`src/rtl/adc_sample_fifo_ahb.sv`:
```
// AHB-Lite slave that unpacks the ADC wrapper's packed 12-bit sample stream into a FIFO,
// drives the wrapper's control inputs from CPU registers and raises a fill-threshold interrupt.
module adc_sample_fifo_ahb #(
    parameter int DEPTH_LOG2 = 6
) (
    input  logic        hclk,
    input  logic        rst_n,
    input  logic        hsel,
    input  logic [11:0] haddr,
    input  logic [1:0]  htrans,
    input  logic        hwrite,
    input  logic [2:0]  hsize,
    input  logic        hready,
    input  logic [31:0] hwdata,
    output logic [31:0] hrdata,
    output logic        hreadyout,
    output logic        hresp,
    input  logic [23:0] adc_din,
    input  logic        adc_drdy,
    output logic        adc_enable,
    output logic        adc_double,
    output logic [15:0] adc_div,
    output logic        irq
);
    localparam int DEPTH = 1 << DEPTH_LOG2;
    localparam int CW    = DEPTH_LOG2 + 1;
    localparam logic [CW-1:0] FULL_CNT = CW'(DEPTH);

    logic [11:0]           mem_q [DEPTH];
    logic [DEPTH_LOG2-1:0] wr_ptr_q, wr_ptr_d, rd_ptr_q, rd_ptr_d;
    logic [CW-1:0]         count_q, count_d, thresh_q, thresh_d;
    logic                  en_q, en_d, dbl_q, dbl_d;
    logic [15:0]           div_q, div_d;
    logic                  ovf_q, ovf_d, irq_q, irq_d;
    logic                  pend_vld_q, pend_vld_d;
    logic [11:0]           pend_q, pend_d;
    logic                  wr_pend_q, wr_pend_d;
    logic [1:0]            wr_addr_q, wr_addr_d;
    logic [31:0]           hrdata_q, hrdata_d;

    logic        ahb_acc_s, rd_s, ctrl_wr_s, stat_wr_s, thr_wr_s, flush_s;
    logic        empty_s, full_s, pop_s;
    logic        push_req_s, pend_set_s, drop_s, push_s, full_drop_s;
    logic [11:0] push_data_s;
    logic [31:0] status_s;
    logic        unused_s;

    assign unused_s  = &{1'b0, hsize, haddr[11:4], haddr[1:0], hwdata};

    assign ahb_acc_s = hsel & htrans[1] & hready;
    assign rd_s      = ahb_acc_s & ~hwrite;
    assign ctrl_wr_s = wr_pend_q & (wr_addr_q == 2'd0);
    assign stat_wr_s = wr_pend_q & (wr_addr_q == 2'd1);
    assign thr_wr_s  = wr_pend_q & (wr_addr_q == 2'd3);
    // Disabling the ADC path discards everything buffered so a re-enable starts clean.
    assign flush_s   = ctrl_wr_s & en_q & ~hwdata[0];

    assign empty_s   = (count_q == {CW{1'b0}});
    assign full_s    = (count_q == FULL_CNT);
    assign pop_s     = rd_s & (haddr[3:2] == 2'd2) & ~empty_s & ~flush_s;
    assign push_s    = push_req_s & (~full_s | pop_s) & ~flush_s;
    assign full_drop_s = push_req_s & full_s & ~pop_s & ~flush_s;
    assign status_s  = {20'd0, irq_q, ovf_q, full_s, empty_s, {(8-CW){1'b0}}, count_q};

    // Ingest selection: a pending upper half always wins the push slot over a new word.
    always_comb begin
        push_req_s  = 1'b0;
        push_data_s = pend_q;
        pend_set_s  = 1'b0;
        drop_s      = 1'b0;
        if (pend_vld_q) begin
            push_req_s  = 1'b1;
            push_data_s = pend_q;
            drop_s      = adc_drdy & en_q;
        end else if (adc_drdy & en_q) begin
            push_req_s  = 1'b1;
            push_data_s = adc_din[11:0];
            pend_set_s  = dbl_q;
        end else begin
            push_req_s  = 1'b0;
        end
    end

    // Next-state for FIFO bookkeeping, registers and AHB phase tracking.
    always_comb begin
        wr_ptr_d   = wr_ptr_q;
        rd_ptr_d   = rd_ptr_q;
        count_d    = count_q;
        pend_vld_d = pend_vld_q;
        pend_d     = pend_q;
        en_d       = en_q;
        dbl_d      = dbl_q;
        div_d      = div_q;
        thresh_d   = thresh_q;
        ovf_d      = ovf_q;
        hrdata_d   = hrdata_q;
        wr_pend_d  = ahb_acc_s & hwrite;
        wr_addr_d  = haddr[3:2];
        irq_d      = (thresh_q != {CW{1'b0}}) & ((count_q >= thresh_q) | ovf_q);

        if (flush_s) begin
            wr_ptr_d   = {DEPTH_LOG2{1'b0}};
            rd_ptr_d   = {DEPTH_LOG2{1'b0}};
            count_d    = {CW{1'b0}};
            pend_vld_d = 1'b0;
        end else begin
            if (push_s) begin
                wr_ptr_d = wr_ptr_q + DEPTH_LOG2'(1);
            end else begin
                wr_ptr_d = wr_ptr_q;
            end
            if (pop_s) begin
                rd_ptr_d = rd_ptr_q + DEPTH_LOG2'(1);
            end else begin
                rd_ptr_d = rd_ptr_q;
            end
            case ({push_s, pop_s})
                2'b10:   count_d = count_q + CW'(1);
                2'b01:   count_d = count_q - CW'(1);
                default: count_d = count_q;
            endcase
            if (pend_set_s) begin
                pend_vld_d = 1'b1;
                pend_d     = adc_din[23:12];
            end else begin
                pend_vld_d = 1'b0;
            end
        end

        if (stat_wr_s & hwdata[10]) begin
            ovf_d = 1'b0;
        end else begin
            ovf_d = ovf_q;
        end
        if ((drop_s | full_drop_s) & ~flush_s) begin
            ovf_d = 1'b1;
        end else begin
            ovf_d = ovf_d;
        end

        if (ctrl_wr_s) begin
            en_d  = hwdata[0];
            dbl_d = hwdata[1];
            div_d = hwdata[31:16];
        end else begin
            en_d  = en_q;
        end
        if (thr_wr_s) begin
            thresh_d = hwdata[CW-1:0];
        end else begin
            thresh_d = thresh_q;
        end

        if (rd_s) begin
            case (haddr[3:2])
                2'd0:    hrdata_d = {div_q, 14'd0, dbl_q, en_q};
                2'd1:    hrdata_d = status_s;
                2'd2:    hrdata_d = empty_s ? 32'd0 : {20'd0, mem_q[rd_ptr_q]};
                2'd3:    hrdata_d = {{(32-CW){1'b0}}, thresh_q};
                default: hrdata_d = hrdata_q;
            endcase
        end else begin
            hrdata_d = hrdata_q;
        end
    end

    // Sample storage; contents are qualified by count, so no reset is needed.
    always_ff @(posedge hclk) begin
        if (push_s) begin
            mem_q[wr_ptr_q] <= push_data_s;
        end
    end

    // State registers.
    always_ff @(posedge hclk or negedge rst_n) begin
        if (!rst_n) begin
            wr_ptr_q   <= {DEPTH_LOG2{1'b0}};
            rd_ptr_q   <= {DEPTH_LOG2{1'b0}};
            count_q    <= {CW{1'b0}};
            thresh_q   <= {CW{1'b0}};
            pend_vld_q <= 1'b0;
            pend_q     <= 12'd0;
            en_q       <= 1'b0;
            dbl_q      <= 1'b0;
            div_q      <= 16'd0;
            ovf_q      <= 1'b0;
            irq_q      <= 1'b0;
            wr_pend_q  <= 1'b0;
            wr_addr_q  <= 2'd0;
            hrdata_q   <= 32'd0;
        end else begin
            wr_ptr_q   <= wr_ptr_d;
            rd_ptr_q   <= rd_ptr_d;
            count_q    <= count_d;
            thresh_q   <= thresh_d;
            pend_vld_q <= pend_vld_d;
            pend_q     <= pend_d;
            en_q       <= en_d;
            dbl_q      <= dbl_d;
            div_q      <= div_d;
            ovf_q      <= ovf_d;
            irq_q      <= irq_d;
            wr_pend_q  <= wr_pend_d;
            wr_addr_q  <= wr_addr_d;
            hrdata_q   <= hrdata_d;
        end
    end

    assign hrdata     = hrdata_q;
    assign hreadyout  = 1'b1;
    assign hresp      = 1'b0;
    assign adc_enable = en_q;
    assign adc_double = dbl_q;
    assign adc_div    = div_q;
    assign irq        = irq_q;
endmodule

```
`config.mk`:
```
export PLATFORM = sky130hd
export DESIGN_NAME = adc_sample_fifo_ahb
export DESIGN_NICKNAME = d
export VERILOG_FILES = /design/src/rtl/adc_sample_fifo_ahb.sv
export SDC_FILE = /design/constraint.sdc
export NUM_CORES = 1
export LEC_CHECK = 0
export CAP_MARGIN = 25
export CORE_UTILIZATION = 45
export CTS_CLUSTER_DIAMETER = 150
export DETAILED_ROUTE_END_ITERATION = 16
export GPL_TIMING_DRIVEN = 0
export PLACE_DENSITY = 0.7
export SLEW_MARGIN = 20
export SYNTH_ARGS = -nofsm -noshare
export SYNTH_HDL_FRONTEND = slang
export SYNTH_SLANG_ARGS = --single-unit
```
`constraint.sdc`:
```
create_clock -name hclk -period 3.2 [get_ports hclk]
set_input_delay 0.48 -clock hclk [delete_from_list [all_inputs] [get_ports hclk]]
set_output_delay 0.48 -clock hclk [all_outputs]
set_load 0.01 [all_outputs]
```
* Word level (Yosys, flattened, before mapping)
Memory sizes are Yosys's and may differ from the RTL's.
Cells that the tools add are included.
** Storage, ports and cells
- Register bits after elaboration :: 94
- RAM bits :: 768
- Input bits :: 79
- Word-level logic and storage cells :: 88
- Memories :: 1
** Memory list
- mem_q :: words 64, bits a word 12, rd ports 1, clocked after Yosys merged registers in 0, write ports 1, RTL line 29 : logic [11:0] mem_q [DEPTH];
** Operators by class
- Add/sub/neg operators :: 4
- Order comparisons :: 1
- Eq/ne operators :: 8
- Mux-type cells :: 21
- Bitwise logic cells :: 30
- Reduce and logical (&&, ||, !) cells :: 9
** Operators by type and width (number)
- one-hot mux 32 bit (4 select lines) :: 1
- two-way mux 12 bit :: 3
- two-way mux 6 bit :: 4
- bitwise AND 1 bit :: 21
- one-hot mux 7 bit (2 select lines) :: 1
- adder 6 x 1 -> 6 bit, second input constant :: 2
- two-way mux 1 bit :: 11
- == test 2 bit, second input constant :: 4
- adder 7 x 1 -> 7 bit, second input constant :: 1
- == test 7 bit, second input constant :: 1
- greater-or-equal comparator 7 bit :: 1
- logical NOT 7 bit :: 1
- two-way mux 7 bit :: 1
- nonzero test 7 bit :: 1
- subtractor 7 x 1 -> 7 bit, second input constant :: 1
- == test 2 x 1 -> 1 bit, second input constant :: 3
- NOT 1 bit :: 6
- nonzero test 2 bit :: 3
- logical NOT 2 bit :: 2
- OR 1 bit :: 3
- nonzero test 3 bit :: 1
- AND reduction 2 bit :: 1

* Longest topological paths before layout
- Word-level depth :: 12
- Gate-level depth with buffers :: 13
- Depth with buffers taken out :: 12

* Least setup slack after synthesis
No wires, ideal clock.
- Kind :: reg2reg
- From :: register count_q[1]
- To :: register count_q[6]
- Library setup time :: 0.135 ns
- Data arrival time :: 3.273 ns
- Required time :: 3.065 ns
- Setup slack :: -0.208 ns
- Stages on the path, launching flop included :: 14
- Clock period less this slack :: 3.408 ns
- Cells stage by stage :: dfrtp_1 -> or4_4 -> nor4_2 -> nor3_2 -> clkbuf_1 -> and3_1 -> fa_1 -> a21o_1 -> a21oi_1 -> o21ai_0 -> xnor2_1 -> a31oi_1 -> xor2_1 -> nor2_1
** On the way
- Longest elaborated chain between the ends :: 10
** RTL lines
- from (decl) :: RTL line 31 : logic [CW-1:0] count_q, count_d, thresh_q, thresh_d;
- from (signal assigned) :: RTL line 179 : count_q <= {CW{1'b0}};
- from (signal assigned) :: RTL line 194 : count_q <= count_d;
- logical NOT 7 bit :: RTL line 58 : assign empty_s = (count_q == {CW{1'b0}});
- NOT 1 bit :: RTL line 60 : assign pop_s = rd_s & (haddr[3:2] == 2'd2) & ~empty_s & ~flush_s;
- bitwise AND 1 bit (2 in a row) :: RTL line 60
- OR 1 bit :: RTL line 61 : assign push_s = push_req_s & (~full_s | pop_s) & ~flush_s;
- bitwise AND 1 bit (2 in a row) :: RTL line 61
- == test 2 x 1 -> 1 bit or == test 2 bit (tied branches) :: RTL line 117 : case ({push_s, pop_s})
- one-hot mux 7 bit (2 select lines) :: RTL line 117
- two-way mux 7 bit :: RTL line 101 : if (flush_s) begin
Several ways; a longest one is shown, not always the timed one.
A chain may end at the register's enable or synchronous reset.

* Final worst setup path
- From :: register count_q[0]
- To :: register count_q[6]
Same word-level chain as after synthesis.

==> results_dict.tcl <==
set metrics [dict create \
    outcome "complete, but fails checks" \
    violations "negative setup slack" \
    cts_root_buffer "clkbuf_16" \
    crit_path_end_kind "flip-flop" \
    fin_worst_skew_ps 26.5 \
    hp-class "in2async" \
    synth-async-reset-ratio_pct 10.5 \
    cap_viol_max_count 0 \
    antenna_cells 0 \
    path_class "reg2reg" \
    dieArea_sq_mm 0.0769 \
    combPwrFrac_pct 24.6 \
    worst_slack_ps -44.7 \
    cts_tree "built" \
    firstDrtPassIters 5 \
    worstPathArrival_ps 3760 \
    grt_start_max_net_pins 65 \
    whs_ps 333 \
    finalSetupViolations 2 \
    fp.dieW_microns 277 \
    clock_latency_ps 660 \
    drv_slew 0 \
    syn-cell-area_sq_mm 0.0341 \
    area_growth_pct 18.4 \
    hpwl_microns 60400 \
    antenna_found_initial 3 \
    clk_pin_slew_worst_paths_ps 60 \
    placementRows 100 \
    htree_levels 3 \
    die_h_microns 277 \
    postSynthCellCount 1795 \
    nNetsFinal 2112 \
    yosysUniqueCellTypes 62 \
    period_minus_slack_ps 3240 \
    cts.sinks 858 \
    grt_pass1_wl_microns 133000 \
    finalHoldViolCount 0 \
    leakagePower_uw 0.0128 \
    p_per_area_mw_per_mm2 777 \
    ys_ff_latch 858 \
    grtUsageTotal_pct 24.5 \
    totalWireLength_microns 94800 \
    p_int_uw 21900 \
    start_util_pct 45.6 \
    io_pins 132 \
    tightest_slew_ps 1050 \
    cts_made_buffers 86 \
    p_seq_share_pct 45.0 \
    drcViolationCount 0 \
    port-buffer-count 103 \
    cts_max_path_buffers 3 \
    synth-edff-count 768 \
    drt_iter0_markers 2582 \
    path_max_fanout 6 \
    vias 18966 \
    p_total_uw 31400 \
    placed_area_sq_mm 0.0367 \
    antenna_left 0 \
    ys_warn_count 0 \
    overflow 0 \
    switching_share_pct 30.1 \
    ir_drop_v 0.000505 \
    core_area_sq_mm 0.0747 \
    vias_per_cell 6.22 \
    power.switching_uw 9440 \
    drive_gt1_share_pct 25.8 \
    fmax_mhz 308 \
    synth.avg_cell_area_sq_um 19.0 \
    rsz0062_at_grt "true" \
    globalplace.congestion 0.983 \
    final.period_utilization_pct 101 \
    ys.flop_type "edfxtp_1" \
    start_kind "flip-flop" \
    wl_per_cell_microns 31.1 \
    design_area_sq_mm 0.0404 \
    maxSlewHeadroom_pct 30.2 \
    power_frac_clock_pct 30.4 \
    regToRegSetupSlack_ps -40 \
    crit_required_ps 3720 \
    ys_seq_area_share_pct 74.3 \
    grt_pass1_vias 18611 \
]
repair_timing:
action                                  CTS  global route
hold buffers                              1             0
endpoints found under the hold margin    51             0
gates resized for setup                 114            88
buffers inserted                          2            16
pin swaps                                 2            14
endpoints found under the setup margin  783           561
state kept, by name, summed over array words and instances, names as in the netlist:
name	cells
adc_enable	1
pend_vld_q	1
ovf_q	1
adc_div	16
adc_double	1
pend_q	12
irq	1
mem_q	768
wr_ptr_q	6
rd_ptr_q	6
wr_pend_q	1
count_q	7
thresh_q	7
hrdata	28
wr_addr_q	2
synth_stat cells, types with 15 or more instances:
library cell	instances	area share [%]
a22o_1	21	0.54
mux2_2	61	2.0
a22oi_1	22	0.48
edfxtp_1	768	68
buf_2	31	0.46
buf_4	17	0.37
a21oi_1	30	0.44
nand2_1	66	0.73
dfrtp_1	90	6.6
mux2i_1	147	4.3
mux4_2	144	9.5
o21ai_0	28	0.41
nor2_1	98	1.1
a211oi_1	15	0.33
clkbuf_1	43	0.47
a221oi_1	20	0.51
power by group through the flow:
stage,sequential [uW],clock (uW),combinational [uW]
4_1_cts,14100,9590,7310
3_3_place_gp,14400,0,6690
2_1_floorplan,14300,0,4010
6_report,14100,9540,7720
5_1_grt,14100,9990,7970
3_5_place_dp,14300,0,7060
metrics by stage:
stage	cells	worst slack [ps]	util (%)	setup TNS, ps
2_1_floorplan	1799	16.8	-	0
3_3_place_gp	2871	-1680	48.7	-1085950
3_5_place_dp	2880	-1290	49.2	-823000
4_1_cts	3033	-367	53.3	-78630
5_1_grt	3049	-178	54.0	-217
6_report	3049	-44.7	54.0	-72.5
routing by layer:
| metal | global-route usage [%] | vias to the layer above | wire length, microns |
|---|---|---|---|
| li1 | - | 7684 | - |
| met1 | 33.1 | 9796 | 35800 |
| met2 | 37.3 | 1240 | 43400 |
| met3 | 6.75 | 244 | 10900 |
| met4 | 11.1 | 2 | 4660 |
| met5 | 0 | - | 13 |
area by class of cell:
type	instances	area, sq um
Fill cell	5570	34300
Timing Repair Buffer	131	1380
Tap cell	969	1210
Buffer	103	644
Sequential cell	858	25300
Clock inverter	39	325
Clock buffer	111	2290
Inverter	13	48.8
Multi-Input combinational cell	825	9130
final timing paths:
kind	start	depth (start not counted)	endpoint
min	rst_n	2	adc_div[10]$_DFFE_PN0N_
max in group asynchronous	rst_n	3	rd_ptr_q[0]$_DFFE_PN0P_
max reg2reg	count_q[0]$_DFFE_PN0P_	13	count_q[6]$_DFFE_PN0P_
min in group hclk	haddr[3]	1	wr_addr_q[1]$_DFF_PN0_
min reg2reg	hrdata[21]$_DFFE_PN0N_	2	hrdata[21]$_DFFE_PN0N_
max	count_q[0]$_DFFE_PN0P_	13	count_q[6]$_DFFE_PN0P_
critical path: stages (launching register included):
cell	delay (ps)
dfrtp_2	440
or4_4	540
nor4_4	360
nor3_4	80
buf_8	140
and3_4	170
fa_2	360
a21o_1	180
a21oi_2	180
o21ai_2	100
nor3b_1	150
a31oi_1	180
xor2_1	160
nor2_1	50
placed cells by master (no fill, tap or decap), drive strengths merged, types with 4 or more instances in the layout:
| cell type | instances |
|---|---|
| edfxtp | 768 |
| xor2 | 9 |
| a22oi | 22 |
| mux2i | 147 |
| nand3b | 5 |
| a2111oi | 11 |
| xnor2 | 9 |
| nand4 | 4 |
| a211oi | 15 |
| nor3 | 11 |
| inv | 15 |
| clkinv | 33 |
| mux4 | 144 |
| a21oi | 30 |
| o31ai | 5 |
| a22o | 21 |
| clkbuf | 157 |
| nand2 | 66 |
| o21ai | 36 |
| a21o | 4 |
| o22ai | 13 |
| ha | 14 |
| buf | 85 |
| clkdlybuf4s50 | 102 |
| nor2b | 14 |
| a221oi | 20 |
| conb | 6 |
| nand3 | 13 |
| dfrtp | 90 |
| mux2 | 62 |
| nor2 | 99 |
| nand2b | 9 |
| nor4 | 5 |
cell families after synthesis:
logic type      Yosys count  synth area share [%]
flops                   858                  74.3
simple gates            245                  3.35
xor+xnor                 18                 0.462
mux                     353                  15.9
fa+ha+maj                16                 0.602
other cells               2                0.0220
buf+inv                 116                  1.60
compound gates          187                  3.83
Note: power is estimated with default switching activity, not from simulation.
